==> src/rtl/iod_train_pkg.sv <==
// Shared FSM state encoding and per-tap pass/fail classification for IOD eye training.
package iod_train_pkg;

  typedef enum logic [3:0] {
    S_IDLE,
    S_LOAD,
    S_CLEAR,
    S_SETTLE,
    S_SAMPLE,
    S_STEP,
    S_CENTER,
    S_NEXT,
    S_DONE
  } state_t;

  typedef enum logic {
    TAP_FAIL = 1'b0,
    TAP_PASS = 1'b1
  } tap_res_t;

  // An out-of-range delay line can never be a usable sampling point.
  function automatic tap_res_t classify(input logic early, input logic late, input logic oor);
    return (!early && !late && !oor) ? TAP_PASS : TAP_FAIL;
  endfunction

endpackage

==> src/rtl/iod_train_window.sv <==
// Tracks the first and last contiguous passing tap of one lane's sweep and derives the centre tap.
// Updates one cycle after a sample strobe; cleared at the start of every lane.
module iod_train_window
  import iod_train_pkg::*;
#(
  parameter int TAP_W = 8
) (
  input  logic             clk,
  input  logic             rst,
  input  logic             clr,
  input  logic             sample,
  input  tap_res_t         res,
  input  logic [TAP_W-1:0] tap,
  output logic [TAP_W-1:0] first,
  output logic [TAP_W-1:0] last,
  output logic             has_pass,
  output logic             ended,
  output logic [TAP_W-1:0] centre
);

  logic [TAP_W:0] sum;

  always_ff @(posedge clk or posedge rst) begin
    if (rst) begin
      first    <= '0;
      last     <= '0;
      has_pass <= 1'b0;
    end else if (clr) begin
      first    <= '0;
      last     <= '0;
      has_pass <= 1'b0;
    end else if (sample && res == TAP_PASS && !ended) begin
      if (!has_pass) first <= tap;
      last     <= tap;
      has_pass <= 1'b1;
    end
  end

  // A fail after any pass closes the window; the sweep stops on this sample.
  assign ended  = has_pass && (res == TAP_FAIL);
  assign sum    = {1'b0, first} + {1'b0, last};
  assign centre = TAP_W'(sum >> 1);

endmodule

==> src/rtl/iod_eye_train_ctrl.sv <==
// Sequential per-lane eye training: sweep delay taps up, find the passing window, step back down to its centre.
// Defining IOD_EYE_TRAIN_DEBUG_EN adds WIN_FIRST/WIN_LAST, the recorded window per lane.
module iod_eye_train_ctrl
  import iod_train_pkg::*;
#(
  parameter int NUM_LANES     = 1,
  parameter int TAP_W         = 8,
  parameter int MAX_TAPS      = 128,
  parameter int SETTLE_CYCLES = 8
) (
  input  logic                         FAB_CLK,
  input  logic                         ARST,
  input  logic                         START,
  output logic                         BUSY,
  output logic                         DONE,
  output logic                         FAIL,
  output logic [NUM_LANES-1:0]         LANE_FAIL,
  output logic [NUM_LANES-1:0]         DELAY_LINE_MOVE,
  output logic [NUM_LANES-1:0]         DELAY_LINE_DIRECTION,
  output logic [NUM_LANES-1:0]         DELAY_LINE_LOAD,
  output logic [NUM_LANES-1:0]         EYE_MONITOR_CLEAR_FLAGS,
  input  logic [NUM_LANES-1:0]         EYE_MONITOR_EARLY,
  input  logic [NUM_LANES-1:0]         EYE_MONITOR_LATE,
  input  logic [NUM_LANES-1:0]         DELAY_LINE_OUT_OF_RANGE,
  output logic [NUM_LANES*TAP_W-1:0]   LANE_TAP
`ifdef IOD_EYE_TRAIN_DEBUG_EN
  ,
  output logic [NUM_LANES*TAP_W-1:0]   WIN_FIRST,
  output logic [NUM_LANES*TAP_W-1:0]   WIN_LAST
`endif
);

  localparam int LW = (NUM_LANES > 1) ? $clog2(NUM_LANES) : 1;
  localparam int SW = (SETTLE_CYCLES > 1) ? $clog2(SETTLE_CYCLES) : 1;

  state_t               state, nxt;
  logic [LW-1:0]        lane;
  logic [TAP_W-1:0]     tap;
  logic [SW-1:0]        scnt;
  logic                 phase;
  logic                 lane_bad;
  logic [NUM_LANES-1:0] lane_oh;
  tap_res_t             res;
  logic                 oor, stop, last_lane, settle_end, centred;
  logic                 w_has_pass, w_ended;
  logic [TAP_W-1:0]     w_first, w_last, w_centre;

  assign oor        = DELAY_LINE_OUT_OF_RANGE[lane];
  assign res        = classify(EYE_MONITOR_EARLY[lane], EYE_MONITOR_LATE[lane], oor);
  assign stop       = w_ended || oor || (tap == TAP_W'(MAX_TAPS - 1));
  assign last_lane  = (lane == LW'(NUM_LANES - 1));
  assign settle_end = (scnt == SW'(SETTLE_CYCLES - 1));
  assign centred    = (tap == w_centre);

  iod_train_window #(.TAP_W(TAP_W)) u_window (
    .clk      (FAB_CLK),
    .rst      (ARST),
    .clr      (state == S_LOAD),
    .sample   (state == S_SAMPLE),
    .res      (res),
    .tap      (tap),
    .first    (w_first),
    .last     (w_last),
    .has_pass (w_has_pass),
    .ended    (w_ended),
    .centre   (w_centre)
  );

  always_ff @(posedge FAB_CLK or posedge ARST) begin
    if (ARST) state <= S_IDLE;
    else      state <= nxt;
  end

  always_comb begin
    nxt = state;
    case (state)
      S_IDLE:   if (START) nxt = S_LOAD;
      S_LOAD:   nxt = S_CLEAR;
      S_CLEAR:  nxt = S_SETTLE;
      S_SETTLE: if (settle_end) nxt = S_SAMPLE;
      S_SAMPLE: nxt = stop ? S_CENTER : S_STEP;
      S_STEP:   nxt = S_CLEAR;
      S_CENTER: if (lane_bad || (!phase && centred)) nxt = S_NEXT;
      S_NEXT:   nxt = last_lane ? S_DONE : S_LOAD;
      S_DONE:   nxt = S_IDLE;
      default:  nxt = S_IDLE;
    endcase
  end

  always_comb begin
    lane_oh       = '0;
    lane_oh[lane] = 1'b1;
  end

  always_comb begin
    DELAY_LINE_MOVE         = '0;
    DELAY_LINE_DIRECTION    = '0;
    DELAY_LINE_LOAD         = '0;
    EYE_MONITOR_CLEAR_FLAGS = '0;
    BUSY                    = (state != S_IDLE) && (state != S_DONE);
    DONE                    = (state == S_DONE);
    case (state)
      S_LOAD:  DELAY_LINE_LOAD = lane_oh;
      S_CLEAR: EYE_MONITOR_CLEAR_FLAGS = lane_oh;
      S_STEP: begin
        DELAY_LINE_MOVE      = lane_oh;
        DELAY_LINE_DIRECTION = lane_oh;
      end
      // Failed lane gets one reload; otherwise alternate move/idle cycles walking down to centre.
      S_CENTER: begin
        if (lane_bad)               DELAY_LINE_LOAD = lane_oh;
        else if (!phase && !centred) DELAY_LINE_MOVE = lane_oh;
      end
      default: ;
    endcase
  end

  always_ff @(posedge FAB_CLK or posedge ARST) begin
    if (ARST) begin
      lane      <= '0;
      tap       <= '0;
      scnt      <= '0;
      phase     <= 1'b0;
      lane_bad  <= 1'b0;
      LANE_TAP  <= '0;
      LANE_FAIL <= '0;
      FAIL      <= 1'b0;
    end else begin
      case (state)
        S_IDLE: if (START) begin
          lane      <= '0;
          LANE_TAP  <= '0;
          LANE_FAIL <= '0;
          FAIL      <= 1'b0;
        end
        S_LOAD:   tap  <= '0;
        S_CLEAR:  scnt <= '0;
        S_SETTLE: scnt <= scnt + 1'b1;
        S_SAMPLE: if (stop) begin
          lane_bad <= !(w_has_pass || res == TAP_PASS);
          phase    <= 1'b0;
        end
        S_STEP:   tap <= tap + 1'b1;
        S_CENTER: begin
          if (lane_bad) begin
            tap <= '0;
          end else if (!phase) begin
            if (!centred) begin
              tap   <= tap - 1'b1;
              phase <= 1'b1;
            end
          end else begin
            phase <= 1'b0;
          end
        end
        S_NEXT: begin
          LANE_TAP[int'(lane)*TAP_W +: TAP_W] <= tap;
          LANE_FAIL[lane] <= lane_bad;
          if (lane_bad) FAIL <= 1'b1;
          if (!last_lane) lane <= lane + 1'b1;
        end
        default: ;
      endcase
    end
  end

`ifdef IOD_EYE_TRAIN_DEBUG_EN
  always_ff @(posedge FAB_CLK or posedge ARST) begin
    if (ARST) begin
      WIN_FIRST <= '0;
      WIN_LAST  <= '0;
    end else if (state == S_IDLE && START) begin
      WIN_FIRST <= '0;
      WIN_LAST  <= '0;
    end else if (state == S_NEXT) begin
      WIN_FIRST[int'(lane)*TAP_W +: TAP_W] <= w_first;
      WIN_LAST[int'(lane)*TAP_W +: TAP_W]  <= w_last;
    end
  end
`else
  // Window bounds stay internal to iod_train_window and feed only the centring logic.
`endif

endmodule

==> config.mk <==
export PLATFORM = sky130hd
export DESIGN_NAME = iod_eye_train_ctrl
export DESIGN_NICKNAME = d
export VERILOG_FILES = /design/src/rtl/iod_train_pkg.sv /design/src/rtl/iod_train_window.sv /design/src/rtl/iod_eye_train_ctrl.sv
export SDC_FILE = /design/constraint.sdc
export NUM_CORES = 1
export LEC_CHECK = 0
export BUFFER_PORTS_ARGS = -buffer_cell sky130_fd_sc_hd__buf_2
export CORE_MARGIN = 2
export CORE_UTILIZATION = 60
export DETAILED_ROUTE_END_ITERATION = 8
export GPL_TIMING_DRIVEN = 0
export HOLD_SLACK_MARGIN = 0.1
export PLACE_DENSITY = 0.81
export SLEW_MARGIN = 20
export SYNTH_ARGS = -nofsm -noshare
export SYNTH_HDL_FRONTEND = slang
export SYNTH_SLANG_ARGS = --single-unit
export TNS_END_PERCENT = 30
==> constraint.sdc <==
create_clock -name FAB_CLK -period 3.77 [get_ports FAB_CLK]
set_input_delay 0.754 -clock FAB_CLK [delete_from_list [all_inputs] [get_ports FAB_CLK]]
set_output_delay 0.754 -clock FAB_CLK [all_outputs]
set_load 0.005 [all_outputs]
Yosys cells after proc, flatten, opt, wreduce, memory -nomap -nowiden
Cells that the tools add are included.

storage, ports and cells
  flip-flop bits (word level) = 45
  input port bits = 6
  output and inout bits = 16
  logic and storage cells = 124

cells by class
  add/sub/neg operators = 6
  $lt $le $gt $ge = 2
  equality and inequality tests = 21
  shift-type cells = 2
  mux-type cells = 45
  bitwise logic cells = 1
  reductions and logical operators = 35

operator list
  kind                      count
  $mux W8                   9
  $neg A4 Y33               1
  $shift A8 B33 Y8 const A  1
  $shiftx A8 B33 Y8         1
  $pmux W4 S7               1
  $pmux W8 S3               1
  $mux W1                   19
  $eq A4 B3 Y1 const B      4
  $mux W4                   4
  $pmux W8 S2               1
  $ne A2 B2 Y1 const B      6
  $pmux W1 S2               6
  $reduce_and A3 Y1         4
  $add A8 B8 Y9             1
  $logic_and A1 B1 Y1       9
  $add A8 B1 Y8 const B     1
  $bwmux W8                 1
  $eq A4 B2 Y1 const B      2
  $eq A8 B7 Y1 const B      1
  $eq A8 B8 Y1              1
  $reduce_bool A2 Y1        4
  $sub A8 B1 Y8 const B     1
  $logic_not A1 Y1          7
  $ne A3 B3 Y1 const B      2
  other kinds (19)          24

Longest topological paths before layout
  depth in word-level cells = 12
  gate-level depth with buffers = 9
  mapped depth without buffers = 9

Hierarchy
Synthesis repeated with hierarchy kept, for this count alone.

unflattened totals
  cell total of the unflattened synthesis = 297
  area, all modules = 2,711.4 µm²

by module, submodules not included
  module              instances  cells each  area each (µm²)  sequential area each (µm²)
  iod_eye_train_ctrl  1          178         1,702.9          675.6
  iod_train_window    1          119         1,008.5          425.4

Least setup slack after synthesis
OpenSTA, ideal clock, no wires.

  kind = register to output
  start = register u_window.first[0]
  end = output DELAY_LINE_MOVE
  data arrival time = 2,304 ps
  required time = 3,016 ps
  setup slack = 712 ps
  cell stages (with the launch flop) = 10
  path buffers = 0
  path through = dfrtp_1 -> and2_1 -> fa_1 -> a21o_1 -> a221oi_1 -> xnor2_1 -> nand4_2 -> nor3_4 -> nor3_1 -> nand2b_1

between the ends
  cells in the longest elaborated chain, start to end = 7

ends and longest elaborated chain
  item                    RTL line                   text
  from (decl)             iod_train_window.sv:14     output logic [TAP_W-1:0] first,
  from (signal assigned)  iod_train_window.sv:33     if (!has_pass) first <= tap;
  $add A8 B8 Y9           iod_train_window.sv:41     assign sum = {1'b0, first} + {1'b0, last};
  $eq A8 B8 Y1            iod_eye_train_ctrl.sv:53   assign centred = (tap == w_centre);
  $logic_not A1 Y1        -
  $logic_and A1 B1 Y1     iod_eye_train_ctrl.sv:112  else if (!phase && !centred) DELAY_LINE_MOVE = lane_oh;
  $mux W1                 iod_eye_train_ctrl.sv:112
  $mux W1                 iod_eye_train_ctrl.sv:111  if (lane_bad) DELAY_LINE_LOAD = lane_oh;
  $pmux W1 S2             iod_eye_train_ctrl.sv:102  case (state)
  to (decl)               iod_eye_train_ctrl.sv:18   output logic [NUM_LANES-1:0] DELAY_LINE_MOVE,

Every way passes these cells.

Final worst setup path
  start = register u_window.last[0]
  end = output DELAY_LINE_MOVE

between the ends
  cells in the longest elaborated chain, start to end = 7

ends and longest elaborated chain
  item                    RTL line                   text
  from (decl)             iod_train_window.sv:15     output logic [TAP_W-1:0] last,
  from (signal assigned)  iod_train_window.sv:34     last <= tap;
  $add A8 B8 Y9           iod_train_window.sv:41
  $eq A8 B8 Y1            iod_eye_train_ctrl.sv:53
  $logic_not A1 Y1        -
  $logic_and A1 B1 Y1     iod_eye_train_ctrl.sv:112
  $mux W1                 iod_eye_train_ctrl.sv:112
  $mux W1                 iod_eye_train_ctrl.sv:111
  $pmux W1 S2             iod_eye_train_ctrl.sv:102

Every way passes these cells.

==> results.json <==
{
  "syn_area_per_cell_um2": 8.654,
  "critPathLaunch": "u_window.last[0]",
  "synth_ff_type": "dfrtp_1",
  "synthesis.instances": 324,
  "slew_violations": 0,
  "grt_pass1_wl_um": 11250,
  "syn2layout_area_growth_pct": 10.40,
  "drive_above_1_share": 0.1352,
  "crit_type": "reg -> out",
  "drt_iter0_drc": 200,
  "fp.dieH_um": 72.36,
  "vias": 2508,
  "drtAntennaViolNets": 0,
  "dp_hpwl_um": 4910,
  "worst_ep_required_time_ns": 3.02,
  "path_max_fanout": 3,
  "start_util": 0.6352,
  "cts_tree": "done",
  "drc": 0,
  "h-tree-depth": 2,
  "crit_path_end_kind": "output pin",
  "final_cell_area_mm2": 0.003095,
  "syn_nets": 342,
  "final_cell_mix": "46 x nand2_1, 44 x dfrtp_1, 35 x nor2_1, 24 x o21ai_0, 23 x buf_2",
  "synth_area_mm2": 0.002804,
  "timing.fmax_mhz": 275.7,
  "ys_seq_area_frac": 0.3927,
  "cap_violations": 0,
  "cts_max_path_buffers": 2,
  "wire_per_inst_um": 16.32,
  "grt_antenna_before_repair": 0,
  "synth.distinct_cells": 59,
  "cts.sinks": 44,
  "die_w_um": 72.36,
  "grt_pass1_vias": 2273,
  "grt_max_degree": 30,
  "worstPathCellList": "and2_1, fa_1, a21o_1, a221oi_1, xnor2_1, nand4_2, nor3_4, nor3_1, nand2b_1, buf_2",
  "setup_viol": 0,
  "synth-edff-count": 0,
  "fin_nets": 372,
  "slowest_stage": "dfrtp_1",
  "critPathLaunchType": "register",
  "via_per_inst": 6.162,
  "numCtsBuffers": 5,
  "rows": 24,
  "cts.repair.resized": 0,
  "core-area_mm2": 0.004414,
  "status": "finished clean",
  "fin_util": 0.7012,
  "fin_crit_sh": 0.9622,
  "ios": 22,
  "insertion_delay_ns": 0.31,
  "port_buffers": 21,
  "maxSlewHeadroom": 0.3106,
  "hold_slack_ns": 0.4032,
  "cts.clk_slew.worst_paths_ns": 0.09,
  "yosysWarnings": 0,
  "p_leak_nw": 1.479,
  "grt_setup_unrepaired": "false",
  "worstMarginPinSlew_ns": 1.026,
  "fin_crit_ns": 3.627,
  "routed_wl_um": 6644,
  "async_reset_ff_frac": 1.000,
  "synth-seq-cells": 44,
  "p_per_area_mw_per_mm2": 698.1,
  "peakVddDrop_mv": 0.4628,
  "min_path_type": "in -> async",
  "place_area_mm2": 0.002994,
  "ctsRootBufferMaster": "clkbuf_8",
  "dr.pass1.iters": 5,
  "grt_usage": 0.2809,
  "hold_violations": 0,
  "final_common_cell": "nand2_1",
  "design.die.area_mm2": 0.005236,
  "worstPathArrival_ns": 2.87,
  "diodes": 0,
  "place_congestion": 0.8910,
  "worstReg2RegStart": "u_window.last[0]",
  "cpPeakStageDelay_ns": 0.41,
  "holdBufCountCts": 0,
  "finClkSkew_ns": 0.008264,
  "grt-ovfl-total": 0,
  "timing.setup.tns_ns": 0
}
what timing repair did:
action	4_1_cts	5_1_grt
endpoints found under the hold margin	0	0
setup endpoints to repair	1	0
setup buffers	1	0
sequential cells by signal, indices dropped and copies added (netlist names):
name               flops
LANE_TAP               8
scnt                   3
state                  4
LANE_FAIL              1
u_window.last          8
lane_bad               1
tap                    8
FAIL                   1
phase                  1
u_window.has_pass      1
u_window.first         8
synthesized netlist by cell type, types with 2 or more instances:
cell type / instances / share of area
inv_1: 12 / 0.016
mux2i_1: 8 / 0.029
or3_1: 5 / 0.011
and3_1: 3 / 0.0067
a211oi_1: 2 / 0.0054
a2bb2oi_1: 5 / 0.016
xnor2_1: 8 / 0.025
o21ai_1: 2 / 0.0036
a22oi_1: 2 / 0.0054
buf_1: 2 / 0.0027
nand2_1: 46 / 0.062
ha_1: 11 / 0.049
and4_1: 2 / 0.0062
o21ai_0: 24 / 0.043
a21o_1: 3 / 0.0080
nor2b_1: 3 / 0.0067
clkbuf_1: 12 / 0.016
nor3_1: 10 / 0.018
a22o_1: 3 / 0.0094
o22ai_1: 6 / 0.013
nand3_1: 7 / 0.012
o31ai_1: 4 / 0.011
xor2_1: 2 / 0.0062
nor2_1: 35 / 0.047
buf_2: 2 / 0.0036
a21oi_1: 20 / 0.036
dfrtp_1: 44 / 0.39
nand2b_1: 7 / 0.016
nor3_4: 2 / 0.012
o21a_1: 3 / 0.0080
critical path, delay by kind of cell, from the launching register on:
family                   cells  cell delay, ns
AND/OR/NAND/NOR              5            0.90
AO/OA/AOI/OAI                2            0.52
flip-flops                   1            0.41
adder cells (fa/ha/maj)      1            0.40
XOR/XNOR                     1            0.19
buffers and inverters        1            0.14
logic make-up after synthesis:
kind of cell | synth area share
multiplexers | 0.02856
XOR/XNOR | 0.03704
flip-flops | 0.3927
AND/OR/NAND/NOR | 0.2271
adder cells (fa/ha/maj) | 0.05622
buffers and inverters | 0.04373
AO/OA/AOI/OAI | 0.2146
where the power goes:
group	internal (mW)	switching [mW]	total (mW)	leakage, nW
registers	0.582	0.0958	0.678	0.597
logic	0.458	0.708	1.17	0.837
clock network	0.135	0.182	0.317	0.0452
per-stage QoR:
stage,setup WS (ns),power (mW),std cells
6_report,0.1426,2.161,407
5_1_grt,0.0008948,2.322,407
4_1_cts,0.1632,2.147,407
3_5_place_dp,0.2882,1.815,398
3_3_place_gp,0.3166,1.782,397
2_1_floorplan,0.7117,1.520,324
layer usage:
metal,vias up,GRT usage,share of wire
met5,-,0,0
met4,0,0.1048,0.019
met3,13,0.05278,0.055
met2,78,0.3843,0.43
met1,1205,0.4399,0.49
li1,1212,-,-
path summary, 6_finish.rpt:
kind                       slack [ns]  cells past startpoint                 to
max                              0.14                     10    DELAY_LINE_MOVE
min                              0.40                      2  u_window.first[6]
max reg2reg                      0.93                     10             tap[3]
min reg2reg                      0.50                      2            scnt[2]
max in group asynchronous        2.89                      3        LANE_TAP[6]
min in group FAB_CLK             0.50                      2            scnt[2]
area by class of cell:
| type | instances | area (um2) |
|---|---|---|
| plain buffers | 17 | 73.82 |
| clock inverters | 3 | 25.02 |
| multi-input cells | 250 | 1580 |
| well taps | 52 | 65.06 |
| flip-flops and latches | 44 | 1101 |
| repair buffers | 23 | 132.6 |
| inverters | 13 | 48.80 |
| fillers | 345 | 1319 |
| clock buffers | 5 | 68.82 |
Note: power is estimated with default switching activity, not from simulation.
